### src/rtl/reaction_ctrl_pkg.sv
// Package reaction_pkg: shared widths and state encoding for the reaction
// timer controller.
//   TIME_W  : width of time_ms / best_ms (holds 0..9999)
//   RAND_W  : number of rand_in bits added to the minimum delay
//   DELAY_W : width of the ARM delay counter (holds up to 1000 + 4095)
//   state_e : FSM encoding, also exported on the state output
package reaction_pkg;

  localparam int TIME_W  = 14;
  localparam int RAND_W  = 12;
  localparam int DELAY_W = 13;

  typedef enum logic [2:0] {
    ST_IDLE = 3'd0,
    ST_ARM  = 3'd1,
    ST_GO   = 3'd2,
    ST_DONE = 3'd3,
    ST_FOUL = 3'd4
  } state_e;

endpackage

### src/rtl/reaction_ctrl_edge_detect.sv
// edge_detect: one-bit rising-edge detector.
//   clk, rst : clock and synchronous active-high reset
//   d_i      : synchronized level input
//   rise_o   : high for the clk in which d_i is high and was low before
// The history register resets to 1 so a level held high through reset is
// not reported as an edge until it has been released and pressed again.
module edge_detect (
  input  logic clk,
  input  logic rst,
  input  logic d_i,
  output logic rise_o
);

  logic hist_q;

  always_ff @(posedge clk) begin
    if (rst) begin
      hist_q <= 1'b1;
    end else begin
      hist_q <= d_i;
    end
  end

  assign rise_o = d_i & ~hist_q;

endmodule

### src/rtl/reaction_ctrl.sv
// reaction_ctrl: reaction-time game controller.
//   clk, rst   : clock, synchronous active-high reset
//   tick       : 1 ms enable pulse, one clk wide
//   rand_in    : free-running LFSR value; low 12 bits extend the wait
//   start_btn  : start level (press = rising edge)
//   stop_btn   : stop level (press = rising edge)
//   led_go     : high while in GO
//   count_en   : high while in GO, enables the external BCD counter
//   count_clr  : one-clk pulse on each entry to ARM
//   time_ms    : elapsed / result time in ms
//   best_ms    : best valid result since reset (MAX_COUNT when none)
//   foul       : high while in FOUL
//   state      : current FSM state (IDLE=0 ARM=1 GO=2 DONE=3 FOUL=4)
// Every output is a register or a pure decode of the state register.
module reaction_ctrl
  import reaction_pkg::*;
#(
  parameter int MIN_DELAY_MS = 1000,
  parameter int MAX_COUNT    = 9999
) (
  input  logic              clk,
  input  logic              rst,
  input  logic              tick,
  input  logic [14:0]       rand_in,
  input  logic              start_btn,
  input  logic              stop_btn,
  output logic              led_go,
  output logic              count_en,
  output logic              count_clr,
  output logic [TIME_W-1:0] time_ms,
  output logic [TIME_W-1:0] best_ms,
  output logic              foul,
  output logic [2:0]        state
);

  localparam logic [TIME_W-1:0]  MAX_T   = TIME_W'(MAX_COUNT);
  localparam logic [DELAY_W-1:0] MIN_DLY = DELAY_W'(MIN_DELAY_MS);

  state_e             state_q, state_d;
  logic [DELAY_W-1:0] delay_q, delay_d;
  logic [TIME_W-1:0]  time_q,  time_d;
  logic [TIME_W-1:0]  best_q,  best_d;
  logic               clr_q,   clr_d;
  logic               start_rise, stop_rise;
  logic [DELAY_W-1:0] delay_load;
  logic               unused_rand_hi;

  edge_detect u_start_ed (
    .clk    (clk),
    .rst    (rst),
    .d_i    (start_btn),
    .rise_o (start_rise)
  );

  edge_detect u_stop_ed (
    .clk    (clk),
    .rst    (rst),
    .d_i    (stop_btn),
    .rise_o (stop_rise)
  );

  // Only the low bits of the LFSR set the random part of the wait.
  assign delay_load     = MIN_DLY + DELAY_W'(rand_in[RAND_W-1:0]);
  assign unused_rand_hi = ^rand_in[14:RAND_W];

  always_ff @(posedge clk) begin
    if (rst) begin
      state_q <= ST_IDLE;
      delay_q <= '0;
      time_q  <= '0;
      best_q  <= MAX_T;
      clr_q   <= 1'b0;
    end else begin
      state_q <= state_d;
      delay_q <= delay_d;
      time_q  <= time_d;
      best_q  <= best_d;
      clr_q   <= clr_d;
    end
  end

  always_comb begin
    state_d = state_q;
    delay_d = delay_q;
    time_d  = time_q;
    best_d  = best_q;
    clr_d   = 1'b0;
    case (state_q)
      ST_IDLE, ST_DONE, ST_FOUL: begin
        if (start_rise) begin
          state_d = ST_ARM;
          delay_d = delay_load;
          time_d  = '0;
          clr_d   = 1'b1;
        end
      end
      ST_ARM: begin
        // A stop press beats a coincident final tick: it is a foul.
        if (stop_rise) begin
          state_d = ST_FOUL;
          time_d  = '0;
        end else if (tick) begin
          if (delay_q <= DELAY_W'(1)) begin
            delay_d = '0;
            state_d = ST_GO;
          end else begin
            delay_d = delay_q - DELAY_W'(1);
          end
        end
      end
      ST_GO: begin
        // Stop wins over a coincident tick, so that tick is not counted.
        if (stop_rise) begin
          state_d = ST_DONE;
          if (time_q < best_q) begin
            best_d = time_q;
          end
        end else if (time_q >= MAX_T) begin
          // Saturated without a stop: not a valid result, best untouched.
          state_d = ST_DONE;
        end else if (tick) begin
          time_d = time_q + TIME_W'(1);
        end
      end
      default: begin
        state_d = ST_IDLE;
        time_d  = '0;
      end
    endcase
  end

  assign led_go    = (state_q == ST_GO);
  assign count_en  = (state_q == ST_GO);
  assign foul      = (state_q == ST_FOUL);
  assign count_clr = clr_q;
  assign time_ms   = time_q;
  assign best_ms   = best_q;
  assign state     = state_q;

endmodule

### config.mk
export PLATFORM = sky130hd
export DESIGN_NAME = reaction_ctrl
export DESIGN_NICKNAME = d
export VERILOG_FILES = /design/src/rtl/reaction_ctrl_pkg.sv /design/src/rtl/reaction_ctrl_edge_detect.sv /design/src/rtl/reaction_ctrl.sv
export SDC_FILE = /design/constraint.sdc
export NUM_CORES = 1
export LEC_CHECK = 0
export CORE_MARGIN = 1.5
export CORE_UTILIZATION = 50
export DETAILED_ROUTE_END_ITERATION = 12
export GPL_ROUTABILITY_DRIVEN = 0
export PLACE_DENSITY = 0.87
export SLEW_MARGIN = 5
export SYNTH_ARGS = -nofsm -noshare
export SYNTH_HDL_FRONTEND = slang
export SYNTH_SLANG_ARGS = --single-unit
### constraint.sdc
create_clock -name clk -period 5.7 [get_ports clk]
set_input_delay 0.855 -clock clk [delete_from_list [all_inputs] [get_ports clk]]
set_output_delay 0.855 -clock clk [all_outputs]
set_load 0.005 [all_outputs]
After elaboration in Yosys (flattened, before gate mapping). Cells that the tools add are included.

Flip-flop bits (word level): 47. Bits in latches: 0. Bits in writable memories: 0. Bits in read-only memories: 0. Output and inout port bits: 35. Logic and storage cells: 59. Memories: 0.

$add $sub $neg: 3. Multiply operators: 0. Divide/modulo/power cells: 0. Order comparisons: 3. Equal/unequal tests: 14. Shift-type cells: 0. Multiplexer cells: 19. Bitwise operators: 5. Reduce and logical (&&, ||, !) cells: 8.

Operator list (number): two-way mux 14 bit (5); two-way mux 13 bit (4); one-hot mux 14 bit (3 select lines) (1); one-hot mux 13 bit (2 select lines) (1); two-way mux 3 bit (6); adder 14 x 1 -> 14 bit, second input constant (1); greater-or-equal comparator 14 bit, second input constant (1); less-than comparator 14 bit (1); inequality test 2 bit, second input constant (7); adder 10 x 12 -> 13 bit, first input constant (1); less-or-equal comparator 13 x 1 -> 1 bit, second input constant (1); subtractor 13 x 1 -> 13 bit, second input constant (1); one-hot mux 3 bit (3 select lines) (1); AND reduction 4 bit (2); equality test 3 x 2 -> 1 bit, second input constant (2); inequality test 3 bit, second input constant (2); AND reduction 5 bit (1); equality test 3 x 1 -> 1 bit, second input constant (1); equality test 3 bit, second input constant (1); zero test 3 bit (1); inequality test 3 x 1 -> 1 bit, second input constant (1); inverter 1 bit (3); AND reduction 3 bit (1); OR reduction 3 bit (1); 4 further kinds (5).

Logic depth before layout (Yosys ltp). Gate-level depths: netlist of run 1.

Word-level depth: 5. Mapped depth: 9. Gate-level depth less buffers: 7.

By module. Synthesis of run 1 repeated with hierarchy kept, for this count alone.

Cell total of the unflattened synthesis: 365. Area total of the unflattened synthesis: 2970.3 um2.

Modules (own cells, without submodules): reaction_ctrl (times used 1, cells each 359, area each 2905.3 um2, sequential area each 900.9 um2); edge_detect (times used 2, cells each 3, area each 32.5 um2, sequential area each 20.0 um2).

Worst setup path before layout of run 1. OpenSTA, ideal clock, no wires.

Kind: input port to flip-flop. Start: input port stop_btn. End: register time_q[11], in the netlist time_ms[11]. Setup time: 0.115 ns. Data arrival time: 2.011 ns. Setup slack: 3.574 ns. Stages on the path: 7. Path buffers: 2. Path through: nand2b_1 > and3_1 > a21oi_1 > clkbuf_1 > buf_2 > nor4_1 > o21a_1.

Longest elaborated chain between the ends: 3. Elaborated cells between the ends (all ways): 4.

RTL lines: from (decl) (line reaction_ctrl.sv:26) `input logic stop_btn,`; AND 1 bit * (line reaction_ctrl_edge_detect.sv:24) `assign rise_o = d_i & ~hist_q;`; inequality test 2 bit (no source line); AND reduction 5 bit (no source line) *; to (signal assigned) (line reaction_ctrl.sv:76) `time_q <= time_d;`; to (decl) (line reaction_ctrl.sv:41) `logic [TIME_W-1:0] time_q, time_d;`.

Mark *: on every way between the ends. The rest lies on a longest branch, timed or not. A chain may end at the register's enable or synchronous reset.

Worst setup path in the final report of run 1.
Start: register state_q[1], in the netlist state[1]. End: output port count_en.

Longest elaborated chain between the ends: 1.

RTL lines: from (decl) (line reaction_ctrl.sv:39) `state_e state_q, state_d;`; from (signal assigned) (line reaction_ctrl.sv:74) `state_q <= state_d;`; equality test 3 x 2 -> 1 bit (line reaction_ctrl.sv:133) `assign count_en = (state_q == ST_GO);`; to (decl) (line reaction_ctrl.sv:28) `output logic count_en,`.

No other way between the ends.

==> results of run 1 <==
flip-flops by register name, summed over array words and instances, names as in the netlist:
signal and flops:
best_ms 14, time_ms 14, delay_q 13, state 3, count_clr 1, u_start_ed.hist_q 1, u_stop_ed.hist_q 1
final cells by class:
type                       instances  area, sq um
clock inverter                     1        5.005
timing repair buffer              52        518.0
inverter                          27        101.3
fill                             489         2260
multi-input combinational        282         1849
sequential                        47        940.9
tap                               75        93.84
clock buffer                       6        82.58
worst paths after layout:
path | start | to | slack, ns
min reg2reg | delay_q[12] | delay_q[12] | 0.48
max reg2reg | state[1] | best_ms[4] | 3.05
min | delay_q[12] | delay_q[12] | 0.48
max | state[1] | count_en | 2.62
cells in the final DEF, fill, tap and decap left out, drive strengths merged, types with 7 or more instances in the layout:
cell | Yosys | routed
o21ai | 12 | 12
o32ai | 7 | 7
ha | 17 | 17
dfxtp | 47 | 47
and3 | 8 | 8
nand3 | 13 | 13
mux2i | 15 | 15
nor4 | 7 | 7
nor2 | 31 | 31
clkdlybuf4s50 | 0 | 51
nor3 | 15 | 15
nand4 | 10 | 10
a21oi | 28 | 28
nand2 | 34 | 34
inv | 26 | 26
per-layer routing:
| layer | vias to the layer above | part of all wire |
|---|---|---|
| li1 | 1464 | - |
| met1 | 1400 | 0.42 |
| met2 | 149 | 0.50 |
| met3 | 22 | 0.067 |
| met4 | 0 | 0.014 |
| met5 | - | 0 |
metrics by stage:
step                      cells  setup WS, ns
final                       490         2.624
after CTS                   490         2.658
after floorplan             376         3.574
after global placement      483         2.577
after detailed placement    483         2.546
after global routing        490         2.555
power by group:
group | switching [uW] | internal [uW] | leakage (uW) | total (uW)
Sequential | 68.6 | 380 | 0.000382 | 449
Clock | 108 | 95.4 | 0.0000470 | 204
Combinational | 384 | 238 | 0.000919 | 623
Total | 562 | 714 | 0.00135 | 1280
kinds of logic after synthesis:
group	count (synthesis)	share of synthesized area
AO/OA/AOI/OAI	92	0.2091
XOR/XNOR	6	0.01749
adder cells (fa/ha/maj)	17	0.07080
buffers and inverters	47	0.07247
flip-flops	47	0.3132
multiplexers	15	0.04998
AND/OR/NAND/NOR	152	0.2670
worst reg2reg max path, stage by stage, from the launching register on:
cell and delay (ns):
dfxtp_1 0.55, or3b_1 0.53, a2111o_1 0.41, a211oi_2 0.14, o21a_1 0.67, mux2i_1 0.27
==> results.json, run 1 <==
{
  "grt_pass1_wl_um": 12190,
  "die_h_um": 80.51,
  "fin_crit_ns": 3.076,
  "crit_buf_inv": 2,
  "drive_above_1_share": 0.04578,
  "synth_area_leaders": "dfxtp_1 (31%), ha_1 (7.1%), mux2i_1 (5.0%)",
  "drtPass1Iterations": 5,
  "placed_cell_area_sq_mm": 0.003500,
  "critPathMaxStageDelay_ns": 0.57,
  "report.final.slew_viol_count": 0,
  "hold_buffers": 0,
  "fin_nets": 452,
  "hold_viol_final": 0,
  "cts_max_path_buffers": 2,
  "vias_per_cell": 6.194,
  "antenna_found_initial": 0,
  "ant_nets": 0,
  "start_util": 0.5135,
  "seq_area_frac_synth": 0.3132,
  "overflow": 0,
  "max_slew_margin": 0.4688,
  "fin_skew_ns": 0.007099,
  "crit_slowest_cell": "clkdlybuf4s50_1",
  "cts.sinks": 47,
  "vias": 3035,
  "timing.final.crit_share": 0.5397,
  "yosys.area.top_type": "dfxtp_1",
  "ys_ff_latch": 47,
  "h-tree-depth": 2,
  "avgRoutedWirePerCell_um": 14.79,
  "ctsRootBufferMaster": "clkbuf_8",
  "cp-start-kind": "register",
  "die_width_um": 80.51,
  "portBuffers": 51,
  "final_util": 0.6138,
  "drv_cap": 0,
  "path_clk_slew_ns": 0.08,
  "grt_util_met2": 0.4235,
  "rows": 28,
  "worst_slew_pin_slew_ns": 0.7895,
  "required_ns": 4.85,
  "synth-main-ff-cell": "dfxtp_1",
  "cts_setup_buffers": 0,
  "path_class": "reg2out",
  "met3_usage": 0.03864,
  "crit_chain": "or3b_1, inv_1, clkdlybuf4s50_1",
  "synth-edff-count": 0,
  "synth_top_area_frac": 0.3132,
  "p_leak_uw": 0.001349,
  "min_path_cells": 2,
  "ys_top_cells_by_count": "dfxtp_1 (47), nand2_1 (34), nor2_1 (30)",
  "whs_ns": 0.4755,
  "synth_area_sq_mm": 0.003004,
  "drc_errors": 0,
  "avgSynthCellArea_sq_um": 7.990,
  "peakVddDrop_mv": 0.2511,
  "setup_viol": 0,
  "core_area_sq_mm": 0.005851,
  "dpl.hpwl_um": 5181,
  "numCtsBuffers": 5,
  "path_max_fanout": 12,
  "grt_max_degree": 39,
  "areaGrowthSynthToFinish_pct": 19.53,
  "async_flop_share": 0,
  "status": "completed",
  "diodes": 0,
  "wl_um": 7245,
  "cts-resized-gates": 0,
  "cts_tree": "yes",
  "synthCells": 376,
  "min_path_type": "reg2reg",
  "clkLatencyLatePin_ns": 0.30,
  "busiest_layer": "met2",
  "grt_util_met1": 0.2852,
  "syn-num-nets": 413,
  "synth.distinct_cells": 57,
  "pin_count": 55,
  "ff2ff_path_depth": 5,
  "cp.depth": 3,
  "power.density_mw_per_mm2": 355.1,
  "drt_iter0_drc": 304,
  "p_total_uw": 1275,
  "grt_pass1_vias": 2668,
  "crit_family": "buffers and inverters",
  "stdcell_area_sq_mm": 0.003591,
  "endpoint_kind": "output port",
  "die_area_sq_mm": 0.006482,
  "worstPathArrival_ns": 2.22,
  "tns_ns": 0,
  "rsz0062_at_grt": "false",
  "grt_use_total": 0.2342,
  "yosys_warnings": 0,
  "fmax_mhz": 325.1,
  "yosysMostFrequentCell": "dfxtp_1"
}
Note: power is estimated with default switching activity, not from simulation.
==> run 2, diff against run 1 <==
==> constraint.sdc (replaced) <==
create_clock -name clk -period 2.9 [get_ports clk]
set_input_delay 0.435 -clock clk [delete_from_list [all_inputs] [get_ports clk]]
set_output_delay 0.435 -clock clk [all_outputs]
set_load 0.005 [all_outputs]
==> results.json, run 2 (synthesis results as in run 1) <==
{
  "diodes": 0,
  "grt_use_total": 0.2389,
  "start_util": 0.5135,
  "critPathMaxStageDelay_ns": 0.57,
  "antenna_found_initial": 0,
  "dpl.hpwl_um": 5286,
  "overflow": 0,
  "core_area_sq_mm": 0.005851,
  "status": "completed",
  "grt_max_degree": 37,
  "path_clk_slew_ns": 0.08,
  "power.switching_uw": 1111,
  "peakVddDrop_mv": 0.5998,
  "max_slew_margin": 0.5541,
  "wl_um": 7258,
  "crit_slowest_cell": "clkdlybuf4s50_1",
  "drv_cap": 0,
  "areaGrowthSynthToFinish_pct": 20.95,
  "pin_count": 55,
  "endpoint_kind": "output port",
  "drtPass1Iterations": 4,
  "cts_max_path_buffers": 2,
  "fin_skew_ns": 0.01071,
  "drc_errors": 0,
  "p_int_uw": 1412,
  "crit_family": "buffers and inverters",
  "crit_chain": "or3b_1, inv_1, clkdlybuf4s50_1",
  "crit_buf_inv": 2,
  "avgRoutedWirePerCell_um": 14.57,
  "p_clk_frac": 0.154,
  "report.final.slew_viol_count": 0,
  "p_comb_frac": 0.496,
  "fin_crit_ns": 2.631,
  "die_area_sq_mm": 0.006482,
  "cts_tree": "yes",
  "cts-resized-gates": 0,
  "cts_setup_buffers": 0,
  "numCtsBuffers": 5,
  "cts.sinks": 47,
  "vias_per_cell": 6.002,
  "worst_slew_pin_slew_ns": 0.6618,
  "worstPathArrival_ns": 2.20,
  "p_leak_uw": 0.001380,
  "ctsRootBufferMaster": "clkbuf_8",
  "cp-start-kind": "register",
  "power.density_mw_per_mm2": 694.4,
  "rows": 28,
  "drive_above_1_share": 0.05674,
  "filler_cell_count": 482,
  "seqPwrFrac": 0.350,
  "timing.final.crit_share": 0.9072,
  "grt_pass1_vias": 2770,
  "drt_iter0_drc": 285,
  "fin_nets": 459,
  "sw_frac_of_total": 0.4404,
  "required_ns": 2.47,
  "ant_nets": 0,
  "grt_pass1_wl_um": 12270,
  "path_class": "reg2out",
  "clkLatencyLatePin_ns": 0.31,
  "die_h_um": 80.51,
  "hold_viol_final": 0,
  "final_cell_mix": "clkdlybuf4s50_1 (51), dfxtp_1 (47), nand2_1 (34), nor2_1 (30), a21oi_1 (28)",
  "h-tree-depth": 2,
  "setup_viol": 0,
  "fmax_mhz": 380.1,
  "portBuffers": 51,
  "die_width_um": 80.51,
  "min_path_type": "reg2reg",
  "rsz0062_at_grt": "false",
  "path_max_fanout": 12,
  "layout_commonest_cell": "clkdlybuf4s50_1",
  "hold_buffers": 0,
  "tns_ns": 0,
  "final_util": 0.6210,
  "vias": 2989
}
## run 2: cell count changes in the layout (fill, tap and decap cells not counted), sizes merged
| cell | delta |
|---|---|
| buf | +7 |
| clkbuf | +1 |
## run 2: worst min-delay path: cells and delay by family (launching register included)
kind,cells,cell delay [ns]
AO/OA/AOI/OAI,1,0.07
flip-flops,1,0.31
buffers and inverters,1,0.05
## run 2: metal layers
metal,vias up,part of all wire,GRT usage
met3,17,0.052,0.04205
met2,108,0.49,0.4370
met4,0,0.022,0.1000
met1,1381,0.44,0.2692
met5,-,0,0
li1,1483,-,-
## run 2: cell type report
cell class	count	area, sq um	share of cell area
clock buffer	7	76.32	0.02101
clock inverter	1	5.005	0.001377
inverter	27	101.3	0.02789
multi-input combinational	282	1846	0.5079
sequential	47	940.9	0.2590
tap	75	93.84	0.02583
timing repair buffer	59	570.5	0.1570
## run 2: final timing paths
| path | start | endpoint | slack, ns | cells past startpoint |
|---|---|---|---|---|
| worst min register to register | delay_q[12] | delay_q[12] | 0.48 | 2 |
| worst min-delay path | delay_q[12] | delay_q[12] | 0.48 | 2 |
| worst max register to register | state[2] | time_ms[9] | 0.48 | 5 |
| worst max-delay path | state[1] | led_go | 0.27 | 3 |
## run 2: power by group through the flow
stage          clock network [uW]  logic [uW]  registers [uW]
2_1_floorplan                   0         961             845
3_3_place_gp                    0        1200             886
3_5_place_dp                    0        1230             893
4_1_cts                       397        1240             879
5_1_grt                       418        1390             904
6_report                      388        1250             882
## run 2: metrics by stage
stage,setup WS (ns),total power [uW],hold slack (ns),cell area [sq um],instances
finish,0.2691,2523,0.4764,3633,498
global route,0.2070,2716,0.4929,3633,498
CTS,0.2649,2514,0.4788,3633,498
detailed placement,0.3365,2126,0.4649,3552,490
global placement,0.4424,2089,0.4591,3552,490
floorplan,0.8047,1805,0.4477,3004,376
==> run 3, diff against run 2 <==
--- a/config.mk
+++ b/config.mk
@@ -5,11 +5,13 @@
 export SDC_FILE = /design/constraint.sdc
 export NUM_CORES = 1
 export LEC_CHECK = 0
+export ABC_AREA = 1
 export CORE_MARGIN = 1.5
 export CORE_UTILIZATION = 50
 export DETAILED_ROUTE_END_ITERATION = 12
 export GPL_ROUTABILITY_DRIVEN = 0
-export PLACE_DENSITY = 0.87
+export PLACE_DENSITY = 0.86
+export SKIP_CTS_REPAIR_TIMING = 1
 export SLEW_MARGIN = 5
 export SYNTH_ARGS = -nofsm -noshare
 export SYNTH_HDL_FRONTEND = slang
==> results.json, run 3 <==
{
  "synth-xor-area-share": 0.03861,
  "status": "completed",
  "power.switching_uw": 1422,
  "avgSynthCellArea_sq_um": 6.142,
  "grt_pass1_wl_um": 13290,
  "seqPwrFrac": 0.306,
  "stdcell_area_sq_mm": 0.003904,
  "placed_cell_area_sq_mm": 0.003815,
  "min_path_type": "reg2reg",
  "ys_ff_latch": 47,
  "crit_start": "time_ms[1]",
  "clkLatencyLatePin_ns": 0.31,
  "synth-main-ff-cell": "dfxtp_1",
  "crit_slowest_cell": "dfxtp_1",
  "rsz0062_at_grt": "false",
  "r2r-end": "time_ms[3]",
  "tns_ns": 0,
  "rrSetupSlack_ns": 0.67,
  "fin_skew_ns": 0.005462,
  "p_leak_uw": 0.001895,
  "drive_above_1_share": 0.06066,
  "crit_chain": "ha_1, nand3_1, nand2_1, nand3_1, nand3_1, nand2_1, buf_4, nand2_1, nand2_1, a21oi_1",
  "syn-num-nets": 554,
  "cp-endpoint": "time_ms[3]",
  "cts.sinks": 47,
  "p_clk_frac": 0.140,
  "fin_nets": 613,
  "ant_nets": 0,
  "p_int_uw": 1509,
  "filler_cell_count": 552,
  "ys_top_cells_by_count": "nand2_1 (144), nor2_1 (98), inv_1 (54)",
  "power.density_mw_per_mm2": 750.7,
  "cts_tree": "yes",
  "grt_use_total": 0.2501,
  "place_inst": 644,
  "numCtsBuffers": 5,
  "antenna_found_initial": 0,
  "path_max_fanout": 15,
  "fin_crit_ns": 2.230,
  "fmax_mhz": 448.4,
  "cp-start-kind": "register",
  "areaGrowthSynthToFinish_pct": 22.93,
  "synth.distinct_cells": 28,
  "yosys_warnings": 0,
  "p_total_uw": 2931,
  "timing.final.crit_share": 0.7690,
  "synthCells": 517,
  "die_width_um": 82.70,
  "synth_area_sq_mm": 0.003176,
  "grt_max_degree": 20,
  "hold_viol_final": 0,
  "yosys.area_share.simple": 0.4086,
  "drc_errors": 0,
  "crit_top_cell": "nand2_1",
  "path_class": "reg2reg",
  "drtPass1Iterations": 6,
  "start_util": 0.5270,
  "multiInputGateArea_sq_mm": 0.001928,
  "sw_frac_of_total": 0.4852,
  "critPathMaxStageDelay_ns": 0.44,
  "die_area_sq_mm": 0.006838,
  "regArea_sq_um": 940.9,
  "rows": 28,
  "drv_cap": 0,
  "seq_area_frac_synth": 0.2963,
  "report.final.slew_viol_count": 0,
  "avgRoutedWirePerCell_um": 12.50,
  "required_ns": 3.15,
  "grt_pass1_vias": 3004,
  "yosysMostFrequentCell": "nand2_1",
  "endpoint_kind": "register",
  "dpl.hpwl_um": 6016,
  "synth_fa_ha_area_frac": 0.06698,
  "synth_area_leaders": "dfxtp_1 (30%), nand2_1 (17%), nor2_1 (12%)",
  "die_h_um": 82.70,
  "cts_max_path_buffers": 2,
  "layout_commonest_cell": "nand2_1",
  "path_clk_slew_ns": 0.09,
  "drt_iter0_drc": 262,
  "peakVddDrop_mv": 0.5469,
  "ctsRootBufferMaster": "clkbuf_8",
  "portBuffers": 51,
  "worst_slew_pin_slew_ns": 0.4713,
  "max_slew_margin": 0.6850,
  "core_area_sq_mm": 0.006026,
  "wl_um": 8151,
  "vias_per_cell": 5.351,
  "vias": 3489,
  "worstPathArrival_ns": 2.48,
  "final_cell_mix": "nand2_1 (144), nor2_1 (98), inv_1 (54), clkdlybuf4s50_1 (51), dfxtp_1 (47)",
  "r2r-start": "time_ms[1]",
  "ff2ff_path_depth": 10,
  "async_flop_share": 0,
  "synth-edff-count": 0,
  "overflow": 0,
  "stdcell_count": 652,
  "h-tree-depth": 2,
  "synth_compound_area_frac": 0.09299,
  "yosys.area.top_type": "dfxtp_1",
  "synth_top_area_frac": 0.2963,
  "p_comb_frac": 0.554,
  "pin_count": 55,
  "synth_top_family_by_area": "simple AND/OR/NAND/NOR gates",
  "diodes": 0,
  "setup_viol": 0,
  "synth_mux_area_frac": 0
}
[run 3: routing by layer]
layer	GRT usage	share of wire
met1	0.3293	0.44
met4	0.07667	0.016
met5	0	0
met2	0.4098	0.47
met3	0.05055	0.073
[run 3: layout make-up]
cell class,instances,share of cell area
Tap cell,75,0.02404
Timing Repair Buffer,68,0.1635
Sequential cell,47,0.2410
Inverter,57,0.05481
Clock buffer,5,0.01763
Clock inverter,3,0.005128
Multi-Input combinational cell,397,0.4939
[run 3: worst max-delay path: cells and delay by family, from the launching register on]
family	cells	cell delay (ns)
buffers and inverters	1	0.19
AOI/OAI and AO/OA	1	0.15
DFF	1	0.44
and+or+nand+nor	7	1.05
adders and majority gates	1	0.35
[run 3: through the flow]
step / hold WS [ns] / utilization / worst slack (ns)
after detailed placement: 0.4706 / 0.6331 / 0.5862
after global placement: 0.4689 / 0.6331 / 0.6172
after global routing: 0.5164 / 0.6478 / 0.4681
final: 0.4879 / 0.6478 / 0.6700
after floorplan: 0.4657 / - / 1.189
after CTS: 0.4903 / 0.6478 / 0.7076
[run 3: worst min path at each step]
stage | start | to | slack (ns) | cells after the start
2_1_floorplan | u_start_ed.hist_q | count_clr | 0.47 | 2
3_3_place_gp | best_ms[1] | best_ms[1] | 0.47 | 2
3_5_place_dp | best_ms[2] | best_ms[2] | 0.47 | 2
4_1_cts | best_ms[13] | best_ms[13] | 0.49 | 2
5_1_grt | best_ms[2] | best_ms[2] | 0.52 | 2
6_report | best_ms[2] | best_ms[2] | 0.49 | 2
[run 3: kinds of logic (layout without fill, tap and decap cells)]
| group | count (synthesis) | after routing |
|---|---|---|
| AOI/OAI and AO/OA | 54 | 54 |
| and+or+nand+nor | 312 | 312 |
| adders and majority gates | 17 | 17 |
| DFF | 47 | 47 |
| xor gates and xnor gates | 14 | 14 |
| buffers and inverters | 73 | 133 |
[run 3: power groups by stage]
stage	logic, uW	registers, uW	clock network, uW
after global routing	1840	912	441
final	1620	896	410
after detailed placement	1590	908	0
after CTS	1600	893	412
after floorplan	1250	885	0
after global placement	1530	903	0
